## src/rtl/otp_auth_ctrl.sv

```systemverilog
// otp_auth_ctrl: one-time-password entry controller with an attempt limit and an entry window.
// Define OTP_LOCKOUT_EN to add a timed LOCKOUT stage after FAIL; without it FAIL returns to IDLE.
module otp_auth_ctrl #(
    parameter int unsigned N_DIGITS       = 4,
    parameter int unsigned DIGIT_W        = 4,
    parameter int unsigned MAX_ATTEMPTS   = 3,
    parameter int unsigned EXPIRE_CYCLES  = 1_500_000_000,
    parameter int unsigned HOLD_CYCLES    = 250_000_000,
    parameter int unsigned LOCKOUT_CYCLES = 500_000_000
) (
    input  logic                          clk,
    input  logic                          reset,
    input  logic [N_DIGITS*DIGIT_W-1:0]   lfsr_code,
    input  logic                          lfsr_latch,
    input  logic [DIGIT_W-1:0]            user_digit,
    input  logic                          user_latch,
    input  logic                          user_clear,
    output logic                          unlock,
    output logic                          reset_sys,
    output logic                          expired,
    output logic                          locked,
    output logic [3:0]                    wrng_atmpt,
    output logic [N_DIGITS*DIGIT_W-1:0]   otp,
    output logic [N_DIGITS*DIGIT_W-1:0]   user_otp_out,
    output logic [3:0]                    digit_cnt,
    output logic [2:0]                    state_out
);

    // state   | meaning
    // IDLE    | clear everything, go to GEN
    // GEN     | wait for lfsr_latch, capture code
    // ENTER   | collect digits, entry window running
    // CHECK   | one-cycle compare of entry against code
    // PASS    | unlock held for HOLD_CYCLES
    // FAIL    | reset_sys held for HOLD_CYCLES
    // EXPIRED | expired held for HOLD_CYCLES
    // LOCKOUT | locked held for LOCKOUT_CYCLES (OTP_LOCKOUT_EN only)
    typedef enum logic [2:0] {
        IDLE    = 3'd0,
        GEN     = 3'd1,
        ENTER   = 3'd2,
        CHECK   = 3'd3,
        PASS    = 3'd4,
        FAIL    = 3'd5,
        EXPIRED = 3'd6
`ifdef OTP_LOCKOUT_EN
        , LOCKOUT = 3'd7
`endif
    } state_t;

    localparam int unsigned CODE_W    = N_DIGITS * DIGIT_W;
    localparam logic [31:0] EXP_LAST  = 32'(EXPIRE_CYCLES - 1);
    localparam logic [31:0] HOLD_LAST = 32'(HOLD_CYCLES - 1);
    localparam logic [3:0]  N_DIG     = 4'(N_DIGITS);
    localparam logic [3:0]  MAX_ATT   = 4'(MAX_ATTEMPTS);

    if (N_DIGITS < 2 || N_DIGITS > 8 || DIGIT_W < 1 || MAX_ATTEMPTS < 1 || MAX_ATTEMPTS > 15 ||
        EXPIRE_CYCLES < 1 || HOLD_CYCLES < 1 || LOCKOUT_CYCLES < 1) begin : g_param_check
        $error("otp_auth_ctrl: parameter out of range");
    end

    state_t              state, state_nxt;
    logic [CODE_W-1:0]   otp_nxt, user_nxt;
    logic [3:0]          cnt_nxt, wrng_nxt, wrng_inc;
    logic [31:0]         entry_tmr, entry_nxt;
    logic [31:0]         hold_cnt, hold_nxt;

    assign state_out = state;
    assign wrng_inc  = (wrng_atmpt == MAX_ATT) ? MAX_ATT : wrng_atmpt + 4'd1;

    always_comb begin
        state_nxt = state;
        otp_nxt   = otp;
        user_nxt  = user_otp_out;
        cnt_nxt   = digit_cnt;
        wrng_nxt  = wrng_atmpt;
        entry_nxt = entry_tmr;
        hold_nxt  = hold_cnt;
        case (state)
            IDLE: begin
                otp_nxt   = '0;
                user_nxt  = '0;
                cnt_nxt   = '0;
                wrng_nxt  = '0;
                entry_nxt = '0;
                hold_nxt  = '0;
                state_nxt = GEN;
            end
            GEN: begin
                if (lfsr_latch) begin
                    otp_nxt   = lfsr_code;
                    entry_nxt = '0;
                    state_nxt = ENTER;
                end
            end
            ENTER: begin
                entry_nxt = entry_tmr + 32'd1;
                // expiry outranks everything, including a digit strobed in the same cycle
                if (entry_tmr == EXP_LAST) begin
                    hold_nxt  = '0;
                    state_nxt = EXPIRED;
                end else if (digit_cnt == N_DIG) begin
                    state_nxt = CHECK;
                end else if (user_clear) begin
                    user_nxt = '0;
                    cnt_nxt  = '0;
                end else if (user_latch) begin
                    for (int i = 0; i < int'(N_DIGITS); i++) begin
                        if (4'(i) == digit_cnt)
                            user_nxt[(int'(N_DIGITS) - 1 - i) * int'(DIGIT_W) +: DIGIT_W] = user_digit;
                    end
                    cnt_nxt = digit_cnt + 4'd1;
                end
            end
            CHECK: begin
                hold_nxt = '0;
                if (otp == user_otp_out) begin
                    state_nxt = PASS;
                end else begin
                    wrng_nxt = wrng_inc;
                    if (wrng_inc == MAX_ATT) begin
                        state_nxt = FAIL;
                    end else begin
                        user_nxt  = '0;
                        cnt_nxt   = '0;
                        state_nxt = ENTER;
                    end
                end
            end
            PASS, EXPIRED: begin
                if (hold_cnt == HOLD_LAST) state_nxt = IDLE;
                else                       hold_nxt  = hold_cnt + 32'd1;
            end
            FAIL: begin
                if (hold_cnt == HOLD_LAST) begin
`ifdef OTP_LOCKOUT_EN
                    hold_nxt  = '0;
                    state_nxt = LOCKOUT;
`else
                    state_nxt = IDLE;
`endif
                end else begin
                    hold_nxt = hold_cnt + 32'd1;
                end
            end
`ifdef OTP_LOCKOUT_EN
            LOCKOUT: begin
                if (hold_cnt == 32'(LOCKOUT_CYCLES - 1)) state_nxt = IDLE;
                else                                    hold_nxt  = hold_cnt + 32'd1;
            end
`endif
            default: state_nxt = IDLE;
        endcase
    end

    always_ff @(posedge clk or posedge reset) begin
        if (reset) begin
            state        <= IDLE;
            otp          <= '0;
            user_otp_out <= '0;
            digit_cnt    <= '0;
            wrng_atmpt   <= '0;
            entry_tmr    <= '0;
            hold_cnt     <= '0;
            unlock       <= 1'b0;
            reset_sys    <= 1'b0;
            expired      <= 1'b0;
        end else begin
            state        <= state_nxt;
            otp          <= otp_nxt;
            user_otp_out <= user_nxt;
            digit_cnt    <= cnt_nxt;
            wrng_atmpt   <= wrng_nxt;
            entry_tmr    <= entry_nxt;
            hold_cnt     <= hold_nxt;
            unlock       <= (state_nxt == PASS);
            reset_sys    <= (state_nxt == FAIL);
            expired      <= (state_nxt == EXPIRED);
        end
    end

`ifdef OTP_LOCKOUT_EN
    always_ff @(posedge clk or posedge reset) begin
        if (reset) locked <= 1'b0;
        else       locked <= (state_nxt == LOCKOUT);
    end
`else
    assign locked = 1'b0;
`endif

endmodule

```

## config.mk

```make
export PLATFORM = sky130hd
export DESIGN_NAME = otp_auth_ctrl
export DESIGN_NICKNAME = d
export VERILOG_FILES = /design/src/rtl/otp_auth_ctrl.sv
export SDC_FILE = /design/constraint.sdc
export NUM_CORES = 1
export LEC_CHECK = 0
export CAP_MARGIN = 15
export CORE_MARGIN = 2
export CORE_UTILIZATION = 42
export DETAILED_ROUTE_END_ITERATION = 10
export GPL_TIMING_DRIVEN = 0
export SLEW_MARGIN = 20
export SYNTH_ARGS = -nofsm -noshare
export SYNTH_HDL_FRONTEND = slang
export SYNTH_SLANG_ARGS = --single-unit
```

## constraint.sdc

```tcl
create_clock -name clk -period 4.45 [get_ports clk]
set_clock_uncertainty 0.05 [all_clocks]
set_input_delay 0.89 -clock clk [delete_from_list [all_inputs] [get_ports clk]]
set_output_delay 0.89 -clock clk [all_outputs]
set_load 0.02 [all_outputs]
```

==> PnR_summary.wiki, run 1 <==
{| class="wikitable"
! Metric !! Value
|-
| Kind of capture point of the worst setup path || register
|-
| Number of DRC violations after detailed routing || 0
|-
| Portion of total power attributed to the clock network || 0.463
|-
| Area of the core || 13300 um2
|-
| Hold Path Stages || 2
|-
| Kind of path behind the tightest hold check || reg -> reg
|-
| Largest cells by area after synthesis || sky130_fd_sc_hd__dfrtp_1, sky130_fd_sc_hd__nor2_1, sky130_fd_sc_hd__xnor2_1, sky130_fd_sc_hd__a22o_1, sky130_fd_sc_hd__xor2_1
|-
| Via-per-instance ratio || between 5 and 6
|-
| Delay of the slowest critical-path stage || roughly 0.64 ns
|-
| Die Y || around 120 um
|-
| Final routed wire length divided by cell count || 17.8 um
|-
| Site row count || 42
|-
| TritonCTS clock tree || done
|-
| Gates resized, CTS repair || 0
|-
| CTS buffer count || 9
|-
| Cell area after synthesis || between 5000 and 6000 um2
|-
| Cell taking the most area after synthesis || sky130_fd_sc_hd__dfrtp_1
|-
| Number of fill cells in the layout || about 1300
|-
| Synthesized-area fraction occupied by ao, oa, aoi and oai cells || 0.156
|-
| Via count of the first global-routing pass || slightly below 5000
|-
| Slowest CP cell || sky130_fd_sc_hd__or4_1
|-
| Adder-Cell Fraction of Synth Area || 0.0152
|-
| Core occupancy in the finished layout || 0.531
|-
| FMAX || 297 MHz
|-
| Flop and latch count out of synthesis || 110
|-
| Share of the synthesized area in the top cell type || 0.477
|-
| Xor-xnor portion of the synthesized cell area || 0.0758
|-
| Post-Syn Area per Cell || 9.71 um2
|-
| Proportion of layout cells with a drive suffix above 1 || 0.0616
|-
| Number of inserted diodes || 0
|-
| Sw Pwr || just over 400 uW
|-
| Flop pwr share || 0.511
|-
| Destination of the worst hold path || hold_cnt[1]$_DFFE_PP0P_
|-
| Yosys warnings || 0
|-
| Detailed router's first-iteration violation count || 375
|-
| Leakage Power || between 2 and 3 nW
|-
| Worst vdd ir || roughly 0.00017 V
|-
| Post-layout net count || 709
|-
| Cell Chain, Critical Path || clkdlybuf4s50_1 > nand2b_1 > a2111oi_4 > nand4_1 > or4_1 > xor2_1 > nor2_1
|-
| Simple-gate portion of the synthesized area || 0.241
|-
| Outcome || completed
|-
| Min-Delay Startpoint || hold_cnt[1]$_DFFE_PP0P_
|-
| Routability congestion estimate from global placement || about 0.87
|-
| WP data required || 4.62 ns
|-
| Primary FF master, synth || sky130_fd_sc_hd__dfrtp_1
|-
| Width of the die || 121 um
|-
| Total routed wirelength || about 15000 um
|-
| Clk sinks || between 100 and 150
|-
| Critical setup path kind || in -> reg
|-
| Instance count of the mapped netlist || 595
|-
| Portion of netlist area occupied by mux cells || 0.00542
|-
| Post-CTS Repair Setup Buffers || 0
|-
| Worst-skew pair later-pin latency || roughly 0.36 ns
|-
| Sequential-to-total area share from yosys stat || 0.477
|-
| Root Driver || sky130_fd_sc_hd__clkbuf_16
|-
| Cell-internal power || 1.55 mW
|-
| Starting Density || 0.433
|-
| Post-Place Cell Area || slightly below 7000 um2
|-
| Total nets after synthesis || between 600 and 700
|-
| Overflow left after global routing || 0
|-
| Maximum number of pins on one net before global-route repair || 67
|-
| Worst-path maximum fanout || 7
|-
| Commonest cells post-synth || sky130_fd_sc_hd__dfrtp_1, sky130_fd_sc_hd__nor2_1, sky130_fd_sc_hd__nand2_1, sky130_fd_sc_hd__xnor2_1, sky130_fd_sc_hd__nand3_1
|-
| Combinational share of power || 0.026
|-
| CTS H-tree depth || 3
|-
| Number of distinct library cells after synthesis || 58
|-
| Reg2reg end || hold_cnt[19]$_DFFE_PP0P_
|-
| Setup repair after global routing missed its margin || false
|-
| Top-level port count || 72
|-
| Share of the cycle needed by the critical path after routing || 0.757
|-
| Initial antenna violation count || 0
|-
| Most numerous cell in the Yosys netlist || sky130_fd_sc_hd__dfrtp_1
|-
| Main combinational cell family by area after synthesis || simple AND/OR/NAND/NOR gates
|-
| Post-layout min period || around 3.4 ns
|-
| Post-route design area || roughly 7100 um2
|-
| Number of enable flip-flop cells after synthesis || 0
|-
| RR Startpoint || hold_cnt[7]$_DFFE_PP0P_
|-
| Number of buffers on the longest clock path || 2
|-
| Die area || 14700 um2
|-
| Post-DRT Antenna Nets || 0
|-
| Total GRT Usage || 0.218
|-
| Clock transition at the registers of the reported paths || about 0.070 ns
|-
| Worst-case headroom to the max-slew limit || 0.381
|-
| Max-slew violation count || 0
|-
| Total power density per cell area || around 280 nW/um2
|-
| Vias after detailed routing || a little under 5000
|-
| Final setup vio count || 0
|-
| First-pass GRT wire length || approximately 25000 um
|-
| Bufs and invs on worst path || 1
|-
| Worst-Margin Slew || 0.923 ns
|-
| Final worst hold slack || around 0.45 ns
|-
| Number of buffers inserted by port buffering || 70
|-
| Number of search-and-repair iterations in the first detailed-routing pass || 5
|-
| Maximum capacitance violations || 0
|-
| Crit path arrival time || 3.54 ns
|-
| Share of synthesized registers carrying an async set or reset || 1.00
|-
| Final-report hold violation count || 0
|-
| Area delta synth->final || 22.6%
|-
| Slack of the worst reg-to-reg path || around 1.4 ns
|-
| Number of hold buffers added after CTS || 0
|-
| Net switching share of the total power || 0.207
|-
| Worst R2R Path Depth || 8
|-
| Estimated wirelength of the detail-placed design || 11000 um
|-
| Cell class contributing the biggest share of worst-path delay || simple AND/OR/NAND/NOR gates
|-
| CP Launch Type || input port
|}
-- cell families after synthesis --
logic type	Yosys count
AND/OR/NAND/NOR	261
AO/OA/AOI/OAI	126
flip-flops	110
XOR/XNOR	50
buffers and inverters	37
adder cells (fa/ha/maj)	7
multiplexers	3
other	1
-- area by class of cell --
type | instances | area, um2 | share of cell area
inverter | 14 | 57.6 | 0.00813
buffer | 23 | 114 | 0.0161
clock inverter | 4 | 77.6 | 0.0110
tap | 176 | 220 | 0.0311
clock buffer | 12 | 256 | 0.0362
timing repair buffer | 71 | 728 | 0.103
sequential | 110 | 2750 | 0.389
multi-input combinational | 448 | 2880 | 0.406
-- layout by cell type (no fill, tap or decap), drive strengths merged, types with 4 or more instances in the layout --
cell	netlist	layout
a32o	17	17
a22o	20	20
o21ai	30	30
nand2b	4	4
a21oi	22	22
a31oi	10	10
nor2b	4	4
nor4	5	5
and4	8	8
nor2	71	71
clkdlybuf4s50	0	70
ha	7	7
o31ai	8	8
dfrtp	110	110
nor3	13	13
or4	14	14
o22ai	5	5
xor2	20	20
xnor2	30	30
nor4b	4	4
buf	5	6
and3	16	16
nand2	45	45
or3	6	6
nand3	29	29
nor4bb	4	4
inv	14	15
clkbuf	18	30
nand4	25	25
and2	6	6
-- registers in the layout, summed over array words and instances, names as in the netlist --
name / cells
wrng_atmpt: 4
expired: 1
digit_cnt: 4
user_otp_out: 16
reset_sys: 1
hold_cnt: 32
otp: 16
entry_tmr: 32
state_out: 3
unlock: 1
-- through the flow --
| step | TNS [ns] | power [mW] | cells | setup WS [ns] |
|---|---|---|---|---|
| floorplan | 0 | 1.04 | 595 | 0.608 |
| global placement | -116.74 | 1.07 | 841 | -1.07 |
| detailed placement | 0 | 1.07 | 842 | 0.724 |
| CTS | 0 | 1.97 | 858 | 1.09 |
| global route | 0 | 2.02 | 858 | 0.884 |
| finish | 0 | 1.95 | 858 | 1.08 |
-- power groups by stage --
stage / Clock, mW / Combinational (mW) / Sequential, mW
2_1_floorplan: 0 / 0.0171 / 1.02
3_3_place_gp: 0 / 0.0472 / 1.02
6_report: 0.905 / 0.0500 / 0.999
3_5_place_dp: 0 / 0.0519 / 1.02
5_1_grt: 0.966 / 0.0563 / 0.998
4_1_cts: 0.924 / 0.0520 / 0.999
-- how the worst max path moves through the flow --
stage	startpoint	endpoint	slack [ns]	cells past startpoint
2_1_floorplan	reset	digit_cnt[0]$_DFFE_PP0P_	0.61	1
3_3_place_gp	reset	hold_cnt[2]$_DFFE_PP0P_	-1.07	2
3_5_place_dp	lfsr_latch	entry_tmr[31]$_DFFE_PP0P_	0.72	7
4_1_cts	lfsr_latch	entry_tmr[31]$_DFFE_PP0P_	1.09	7
5_1_grt	lfsr_latch	entry_tmr[31]$_DFFE_PP0P_	0.88	7
6_report	lfsr_latch	entry_tmr[31]$_DFFE_PP0P_	1.08	7
-- per-layer routing --
metal | share of wire | vias up | global-route usage
li1 | - | 2359 | -
met1 | 0.48 | 2456 | 0.310
met2 | 0.46 | 137 | 0.344
met3 | 0.049 | 11 | 0.0498
met4 | 0.0085 | 0 | 0.0424
met5 | 0 | - | 0
-- tightest hold or removal path, delay by kind of cell (launching register included) --
family	cells	cell delay [ns]
AND/OR/NAND/NOR	2	0.10
flip-flops	1	0.36
Power figures use the tool's default switching activity.
==> inputs of run 2 (changes only) <==
--- a/config.mk
+++ b/config.mk
@@ -10,6 +10,7 @@
 export CORE_UTILIZATION = 42
 export DETAILED_ROUTE_END_ITERATION = 10
 export GPL_TIMING_DRIVEN = 0
+export PLACE_DENSITY = 0.66
 export SLEW_MARGIN = 20
 export SYNTH_ARGS = -nofsm -noshare
 export SYNTH_HDL_FRONTEND = slang
==> constraint.sdc (replaced) <==
create_clock -name clk -period 2.9 [get_ports clk]
set_clock_uncertainty 0.05 [all_clocks]
set_input_delay 0.58 -clock clk [delete_from_list [all_inputs] [get_ports clk]]
set_output_delay 0.58 -clock clk [all_outputs]
set_load 0.02 [all_outputs]
==> run 2 against run 1 <==
Critical path depth is 1 lower; final cell count is 0.23% higher; sequential share of layout area hardly changed; flip-flop and latch count stayed put; critical endpoint is now unlock$_DFF_PP0_; largest power group unchanged; highest routed layer unchanged.
==> PnR_summary.wiki, run 2 (synthesis gave the netlist of run 1 again) <==
{| class="wikitable"
! Metric !! Value
|-
| Outcome || completed (unchanged)
|-
| Worst-Margin Slew || 1.05 ns (was 0.923 ns)
|-
| Worst-skew pair later-pin latency || 0.35 ns (was 0.36 ns)
|-
| Number of hold buffers added after CTS || 0 (unchanged)
|-
| Non-filler instance count after layout || 860 (was 858)
|-
| Min-Delay Startpoint || hold_cnt[0]$_DFFE_PP0P_ (was hold_cnt[1]$_DFFE_PP0P_)
|-
| Vias after detailed routing || 4995 (was 4963)
|-
| Bufs and invs on worst path || 2 (was 1)
|-
| Biggest regs || entry_tmr x32, hold_cnt x32 (unchanged)
|-
| Slack of the worst reg-to-reg path || 0.17 ns (was 1.41 ns)
|-
| Final setup vio count || 0 (unchanged)
|-
| Top-level port count || 72 (unchanged)
|-
| First-pass GRT wire length || 24700 um (was 25200 um)
|-
| Routability congestion estimate from global placement || 0.852 (was 0.868)
|-
| Number of DRC violations after detailed routing || 0 (unchanged)
|-
| Total power density per cell area || 388 nW/um2 (was 276 nW/um2)
|-
| Leading cell type in the layout, fill and taps excluded || sky130_fd_sc_hd__dfrtp_1 (unchanged)
|-
| Critical setup path kind || reg -> reg (was in -> reg)
|-
| Maximum number of pins on one net before global-route repair || 33 (was 67)
|-
| Root Driver || sky130_fd_sc_hd__clkbuf_16 (unchanged)
|-
| Number of search-and-repair iterations in the first detailed-routing pass || 4 (was 5)
|-
| CTS buffer count || 9 (unchanged)
|-
| Proportion of layout cells with a drive suffix above 1 || 0.0702 (was 0.0616)
|-
| Overflow left after global routing || 0 (unchanged)
|-
| FMAX || 366 MHz
|-
| Total routed wirelength || 15000 um (was 15300 um)
|-
| Total GRT Usage || 0.212 (was 0.218)
|-
| Setup repair after global routing missed its margin || false (unchanged)
|-
| Detailed router's first-iteration violation count || 306 (was 375)
|-
| Post-layout net count || 712 (was 709)
|-
| Kind of path behind the tightest hold check || reg -> reg (unchanged)
|-
| Share of the cycle needed by the critical path after routing || 0.941
|-
| Number of buffers inserted by port buffering || 70 (unchanged)
|-
| Worst-path maximum fanout || 10 (was 7)
|-
| Reg2reg end || unlock$_DFF_PP0_ (was hold_cnt[19]$_DFFE_PP0P_)
|-
| Dpl cells || 844 (was 842)
|-
| Via-per-instance ratio || 5.81 (was 5.78)
|-
| Worst R2R Path Depth || 6 (was 8)
|-
| CTS H-tree depth || 3 (unchanged)
|-
| WP data required || 3.09 ns (was 4.62 ns)
|-
| Worst-case headroom to the max-slew limit || 0.299 (was 0.381)
|-
| Clk sinks || 110 (unchanged)
|-
| Cell Chain, Critical Path || clkbuf_1 > inv_1 > o21ai_2 > a31oi_1 > a221o_1 > nor3b_1 (was clkdlybuf4s50_1 > nand2b_1 > a2111oi_4 > nand4_1 > or4_1 > xor2_1 > nor2_1)
|-
| Maximum capacitance violations || 0 (unchanged)
|-
| Number of buffers on the longest clock path || 2 (unchanged)
|-
| Area of the core || 13300 um2 (unchanged)
|-
| RR Startpoint || state_out[1]$_DFF_PP0_ (was hold_cnt[7]$_DFFE_PP0P_)
|-
| Site row count || 42 (unchanged)
|-
| Most frequent cells in the layout || sky130_fd_sc_hd__dfrtp_1, sky130_fd_sc_hd__nor2_1, sky130_fd_sc_hd__clkdlybuf4s50_1 (unchanged)
|-
| Initial antenna violation count || 0 (unchanged)
|-
| Area delta synth->final || 22.5% (was 22.6%)
|-
| Worst vdd ir || 0.000263 V (was 0.000171 V)
|-
| Core occupancy in the finished layout || 0.530 (was 0.531)
|-
| Crit path arrival time || 2.92 ns (was 3.54 ns)
|-
| Number of inserted diodes || 0 (unchanged)
|-
| Width of the die || 121 um (unchanged)
|-
| Final total negative setup slack || 0 ns (unchanged)
|-
| Estimated wirelength of the detail-placed design || 10900 um (was 11000 um)
|-
| Post-layout min period || 2.73 ns
|-
| Final routed wire length divided by cell count || 17.4 um (was 17.8 um)
|-
| Clock transition at the registers of the reported paths || 0.07 ns (about the same)
|-
| CP Launch Type || register (was input port)
|-
| Die Y || 121 um (unchanged)
|-
| Kind of capture point of the worst setup path || register (unchanged)
|-
| Leakage Power || 2.93 nW (about the same)
|-
| Cell class contributing the biggest share of worst-path delay || compound AO/OA/AOI/OAI gates (was simple AND/OR/NAND/NOR gates)
|-
| Final-report hold violation count || 0 (unchanged)
|-
| TritonCTS clock tree || done (unchanged)
|-
| Die area || 14700 um2 (unchanged)
|-
| Starting Density || 0.433 (unchanged)
|-
| Slowest CP cell || sky130_fd_sc_hd__dfrtp_1 (was sky130_fd_sc_hd__or4_1)
|-
| Hold Path Stages || 1 (was 2)
|-
| Destination of the worst hold path || hold_cnt[0]$_DFFE_PP0P_ (was hold_cnt[1]$_DFFE_PP0P_)
|-
| Max-slew violation count || 0 (unchanged)
|-
| Design Power || 2.75 mW (was 1.95 mW)
|-
| Via count of the first global-routing pass || 4914 (was 4870)
|-
| Delay of the slowest critical-path stage || 0.45 ns (was 0.64 ns)
|-
| Post-DRT Antenna Nets || 0 (unchanged)
|}
==> run 2: worst max-delay path by stage <==
stage                               from                           end  cells after the start
6_report          state_out[1]$_DFF_PP0_              unlock$_DFF_PP0_                      6
3_3_place_gp                  lfsr_latch     entry_tmr[31]$_DFFE_PP0P_                      7
5_1_grt                       lfsr_latch     entry_tmr[31]$_DFFE_PP0P_                      7
3_5_place_dp                  lfsr_latch     entry_tmr[31]$_DFFE_PP0P_                      7
4_1_cts        entry_tmr[19]$_DFFE_PP0P_      hold_cnt[22]$_DFFE_PP0P_                      7
2_1_floorplan  wrng_atmpt[0]$_DFFE_PP0P_  user_otp_out[11]$_DFFE_PP0P_                      8
==> run 2: power by group <==
group | total, mW | internal [mW] | switching, mW
combinational | 0.0817 | 0.0384 | 0.0433
clock | 1.13 | 0.581 | 0.553
sequential | 1.53 | 1.53 | 0
total | 2.75 | 2.15 | 0.596
==> run 2: through the flow <==
step	hold WS [ns]	area [um2]	setup slack (ns)
final	0.458	7080	0.170
after global routing	0.486	7080	0.0147
after CTS	0.451	7030	0.0351
after detailed placement	0.441	6760	-0.452
after global placement	0.426	6700	-0.456
after floorplan	0.407	5780	0.333
==> run 2: final cells by class <==
| class | count | area [um2] |
|---|---|---|
| Clock buffer | 12 | 236 |
| Multi-Input combinational cell | 448 | 2900 |
| Clock inverter | 3 | 21.3 |
| Tap cell | 176 | 220 |
| Sequential cell | 110 | 2750 |
| Fill cell | 1236 | 6270 |
| Inverter | 14 | 56.3 |
| Timing Repair Buffer | 74 | 768 |
| Buffer | 23 | 118 |
==> run 2: timing repair <==
item,CTS,global route
pin swaps,1,1
setup endpoints to repair,19,39
gates resized for setup,3,8
setup buffers,1,0
endpoints found under the hold margin,0,0
==> run 2: layer usage <==
layer  GRT usage  wire (um)  vias up
li1            -          -     2372
met3      0.0301        607       28
met4      0.0869        359        0
met2       0.319       6840      126
met1       0.306       7180     2469
met5           0          0        -
==> inputs of run 3 (changes only) <==
--- a/config.mk
+++ b/config.mk
@@ -5,12 +5,14 @@
 export SDC_FILE = /design/constraint.sdc
 export NUM_CORES = 1
 export LEC_CHECK = 0
+export ABC_CLOCK_PERIOD_IN_PS = 2900
 export CAP_MARGIN = 15
 export CORE_MARGIN = 2
 export CORE_UTILIZATION = 42
 export DETAILED_ROUTE_END_ITERATION = 10
+export DONT_BUFFER_PORTS = 1
 export GPL_TIMING_DRIVEN = 0
-export PLACE_DENSITY = 0.66
+export HOLD_SLACK_MARGIN = 0.12
 export SLEW_MARGIN = 20
 export SYNTH_ARGS = -nofsm -noshare
 export SYNTH_HDL_FRONTEND = slang
==> run 3 against run 2 <==
Sequential power is essentially flat; via count shrank 5.3%; critical endpoint is now entry_tmr[28]$_DFFE_PP0P_; global-route usage shrank 0.10 points; register-to-register slack gained 0.03 ns; die area is the same; sequential share of layout area grew 3.3 points; first-iteration DRC count shrank 14%; design area shrank 7.9%; utilization shrank 4.2 points; flip-flop and latch count is the same.
==> PnR_summary.wiki, run 3 (synthesis gave the netlist of run 1 again) <==
{| class="wikitable"
! Metric !! Value
|-
| Site row count || 42 (unchanged)
|-
| Leakage Power || 2.75 nW (was 2.93 nW)
|-
| Proportion of layout cells with a drive suffix above 1 || 0.0921 (was 0.0702)
|-
| WP data required || 3.08 ns (was 3.09 ns)
|-
| Post-layout min period || 2.70 ns (was 2.73 ns)
|-
| Outcome || completed (unchanged)
|-
| Overflow left after global routing || 0 (unchanged)
|-
| Width of the die || 121 um (unchanged)
|-
| CP Launch Type || register (unchanged)
|-
| Worst-case headroom to the max-slew limit || 0.287 (was 0.299)
|-
| Routability congestion estimate from global placement || 0.867 (was 0.852)
|-
| Leading cell type in the layout, fill and taps excluded || sky130_fd_sc_hd__dfrtp_1 (unchanged)
|-
| Final setup vio count || 0 (unchanged)
|-
| Via count of the first global-routing pass || 4653 (was 4914)
|-
| Detailed router's first-iteration violation count || 262 (was 306)
|-
| Biggest regs || entry_tmr x32, hold_cnt x32 (unchanged)
|-
| FMAX || 370 MHz (was 366 MHz)
|-
| Clock transition at the registers of the reported paths || 0.08 ns (was 0.07 ns)
|-
| Post-DRT Antenna Nets || 0 (unchanged)
|-
| Total GRT Usage || 0.211 (was 0.212)
|-
| Max-slew violation count || 0 (unchanged)
|-
| Setup repair after global routing missed its margin || false (unchanged)
|-
| Post-layout net count || 646 (was 712)
|-
| Worst-Margin Slew || 1.06 ns (was 1.05 ns)
|-
| Final routed wire length divided by cell count || 18.4 um (was 17.4 um)
|-
| Number of inserted diodes || 0 (unchanged)
|-
| Initial antenna violation count || 0 (unchanged)
|-
| Number of search-and-repair iterations in the first detailed-routing pass || 5 (was 4)
|-
| TritonCTS clock tree || done (unchanged)
|-
| Die area || 14700 um2 (unchanged)
|-
| Final worst hold slack || 0.301 ns (was 0.458 ns)
|-
| Via-per-instance ratio || 5.95 (was 5.81)
|-
| Kind of capture point of the worst setup path || register (unchanged)
|-
| Crit path arrival time || 2.88 ns (was 2.92 ns)
|-
| Core occupancy in the finished layout || 0.488 (was 0.530)
|-
| Area of the core || 13300 um2 (unchanged)
|-
| Vias after detailed routing || 4728 (was 4995)
|-
| Number of fill cells in the layout || 1293 (was 1236)
|-
| Starting Density || 0.433 (unchanged)
|-
| Estimated wirelength of the detail-placed design || 10500 um (was 10900 um)
|-
| Most frequent cells in the layout || sky130_fd_sc_hd__dfrtp_1, sky130_fd_sc_hd__nor2_1, sky130_fd_sc_hd__nand2_1 (was sky130_fd_sc_hd__dfrtp_1, sky130_fd_sc_hd__nor2_1, sky130_fd_sc_hd__clkdlybuf4s50_1)
|-
| CTS buffer count || 9 (unchanged)
|-
| Area taken by multi-input logic gates || 2910 um2 (was 2900 um2)
|-
| Die Y || 121 um (unchanged)
|-
| FF+latch area || 2750 um2 (about the same)
|-
| Total routed wirelength || 14700 um (was 15000 um)
|-
| Kind of path behind the tightest hold check || in -> reg (was reg -> reg)
|-
| CTS H-tree depth || 3 (unchanged)
|-
| Worst-skew pair later-pin latency || 0.35 ns (about the same)
|-
| Final-report hold violation count || 0 (unchanged)
|-
| Critical setup path kind || reg -> reg (unchanged)
|-
| Root Driver || sky130_fd_sc_hd__clkbuf_16 (unchanged)
|-
| Number of DRC violations after detailed routing || 0 (unchanged)
|-
| Clk sinks || 110 (unchanged)
|-
| Top-level port count || 72 (unchanged)
|-
| Number of buffers on the longest clock path || 2 (unchanged)
|-
| Worst vdd ir || 0.000263 V (about the same)
|-
| Number of buffers inserted by port buffering || 0 (was 70)
|-
| Worst-path maximum fanout || 10 (unchanged)
|-
| Maximum capacitance violations || 0 (unchanged)
|-
| First-pass GRT wire length || 24400 um (was 24700 um)
|-
| Share of the cycle needed by the critical path after routing || 0.932 (was 0.941)
|-
| Total power density per cell area || 453 nW/um2 (was 388 nW/um2)
|-
| Area delta synth->final || 12.9% (was 22.5%)
|-
| Maximum number of pins on one net before global-route repair || 27 (was 33)
|-
| Design Power || 2.95 mW (was 2.75 mW)
|}
## run 3: cell count changes in the layout (fill, tap and decap cells not counted), moves of 2 or more
cell,before,now
sky130_fd_sc_hd__clkdlybuf4s50_1,70,0
sky130_fd_sc_hd__clkbuf_1,18,13
sky130_fd_sc_hd__buf_16,0,2
sky130_fd_sc_hd__buf_4,2,4
sky130_fd_sc_hd__bufinv_16,0,2
sky130_fd_sc_hd__clkbuf_2,3,5
## run 3: repair_timing
item                       in CTS  in global routing
pin swaps                       1                  2
buffers inserted                1                  2
resized for setup               7                 10
setup endpoints to repair      29                 37
hold endpoints to repair       23                  0
hold buffers                    1                  0
cloned                          0                  0
## run 3: metal layers
layer,vias up,part of all wire,global-route usage
met5,-,0,0
met4,0,0.021,0.0862
met3,18,0.058,0.0399
met2,151,0.45,0.315
met1,2326,0.47,0.301
li1,2233,-,-
## run 3: final cells by class
type                       count  area share
buffer                        23      0.0184
timing repair buffer           8      0.0196
inverter                      14     0.00864
multi-input combinational    448       0.447
clock inverter                 7      0.0157
clock buffer                   9      0.0345
tap                          176      0.0338
sequential                   110       0.422
## run 3: per-stage QoR
stage / worst slack (ns) / TNS [ns] / std cells / instance area (um2)
after global placement: -0.282 / -1.83 / 771 / 6000
after CTS: 0.00801 / 0 / 793 / 6470
final: 0.198 / 0 / 795 / 6520
after global routing: 0.0118 / 0 / 795 / 6520
after floorplan: 0.333 / 0 / 595 / 5780
after detailed placement: -0.266 / -2.60 / 775 / 6090
## run 3: power breakdown
group / switching, mW / internal (mW)
clock network: 0.598 / 0.770
registers: 0 / 1.53
logic: 0.0362 / 0.0159
## run 3: worst max-delay path: stages (launching register included)
cell                       delay (ns)
sky130_fd_sc_hd__dfrtp_1         0.54
sky130_fd_sc_hd__clkbuf_1        0.30
sky130_fd_sc_hd__a211oi_1        0.65
sky130_fd_sc_hd__nand4_1         0.40
sky130_fd_sc_hd__nor4_1          0.43
sky130_fd_sc_hd__xnor2_1         0.17
sky130_fd_sc_hd__nor2_1          0.05
## run 3: path summary, 6_finish.rpt
kind	cells after the start	slack, ns	startpoint	endpoint
setup / recovery	6	0.20	state_out[0]$_DFF_PP0_	entry_tmr[28]$_DFFE_PP0P_
hold / removal	1	0.30	lfsr_code[6]	otp[6]$_DFFE_PP0P_
setup reg to reg	6	0.20	state_out[0]$_DFF_PP0_	entry_tmr[28]$_DFFE_PP0P_
hold reg to reg	1	0.46	hold_cnt[0]$_DFFE_PP0P_	hold_cnt[0]$_DFFE_PP0P_
max in group asynchronous	4	1.37	reset	wrng_atmpt[0]$_DFFE_PP0P_
min in group asynchronous	2	0.71	reset	hold_cnt[19]$_DFFE_PP0P_
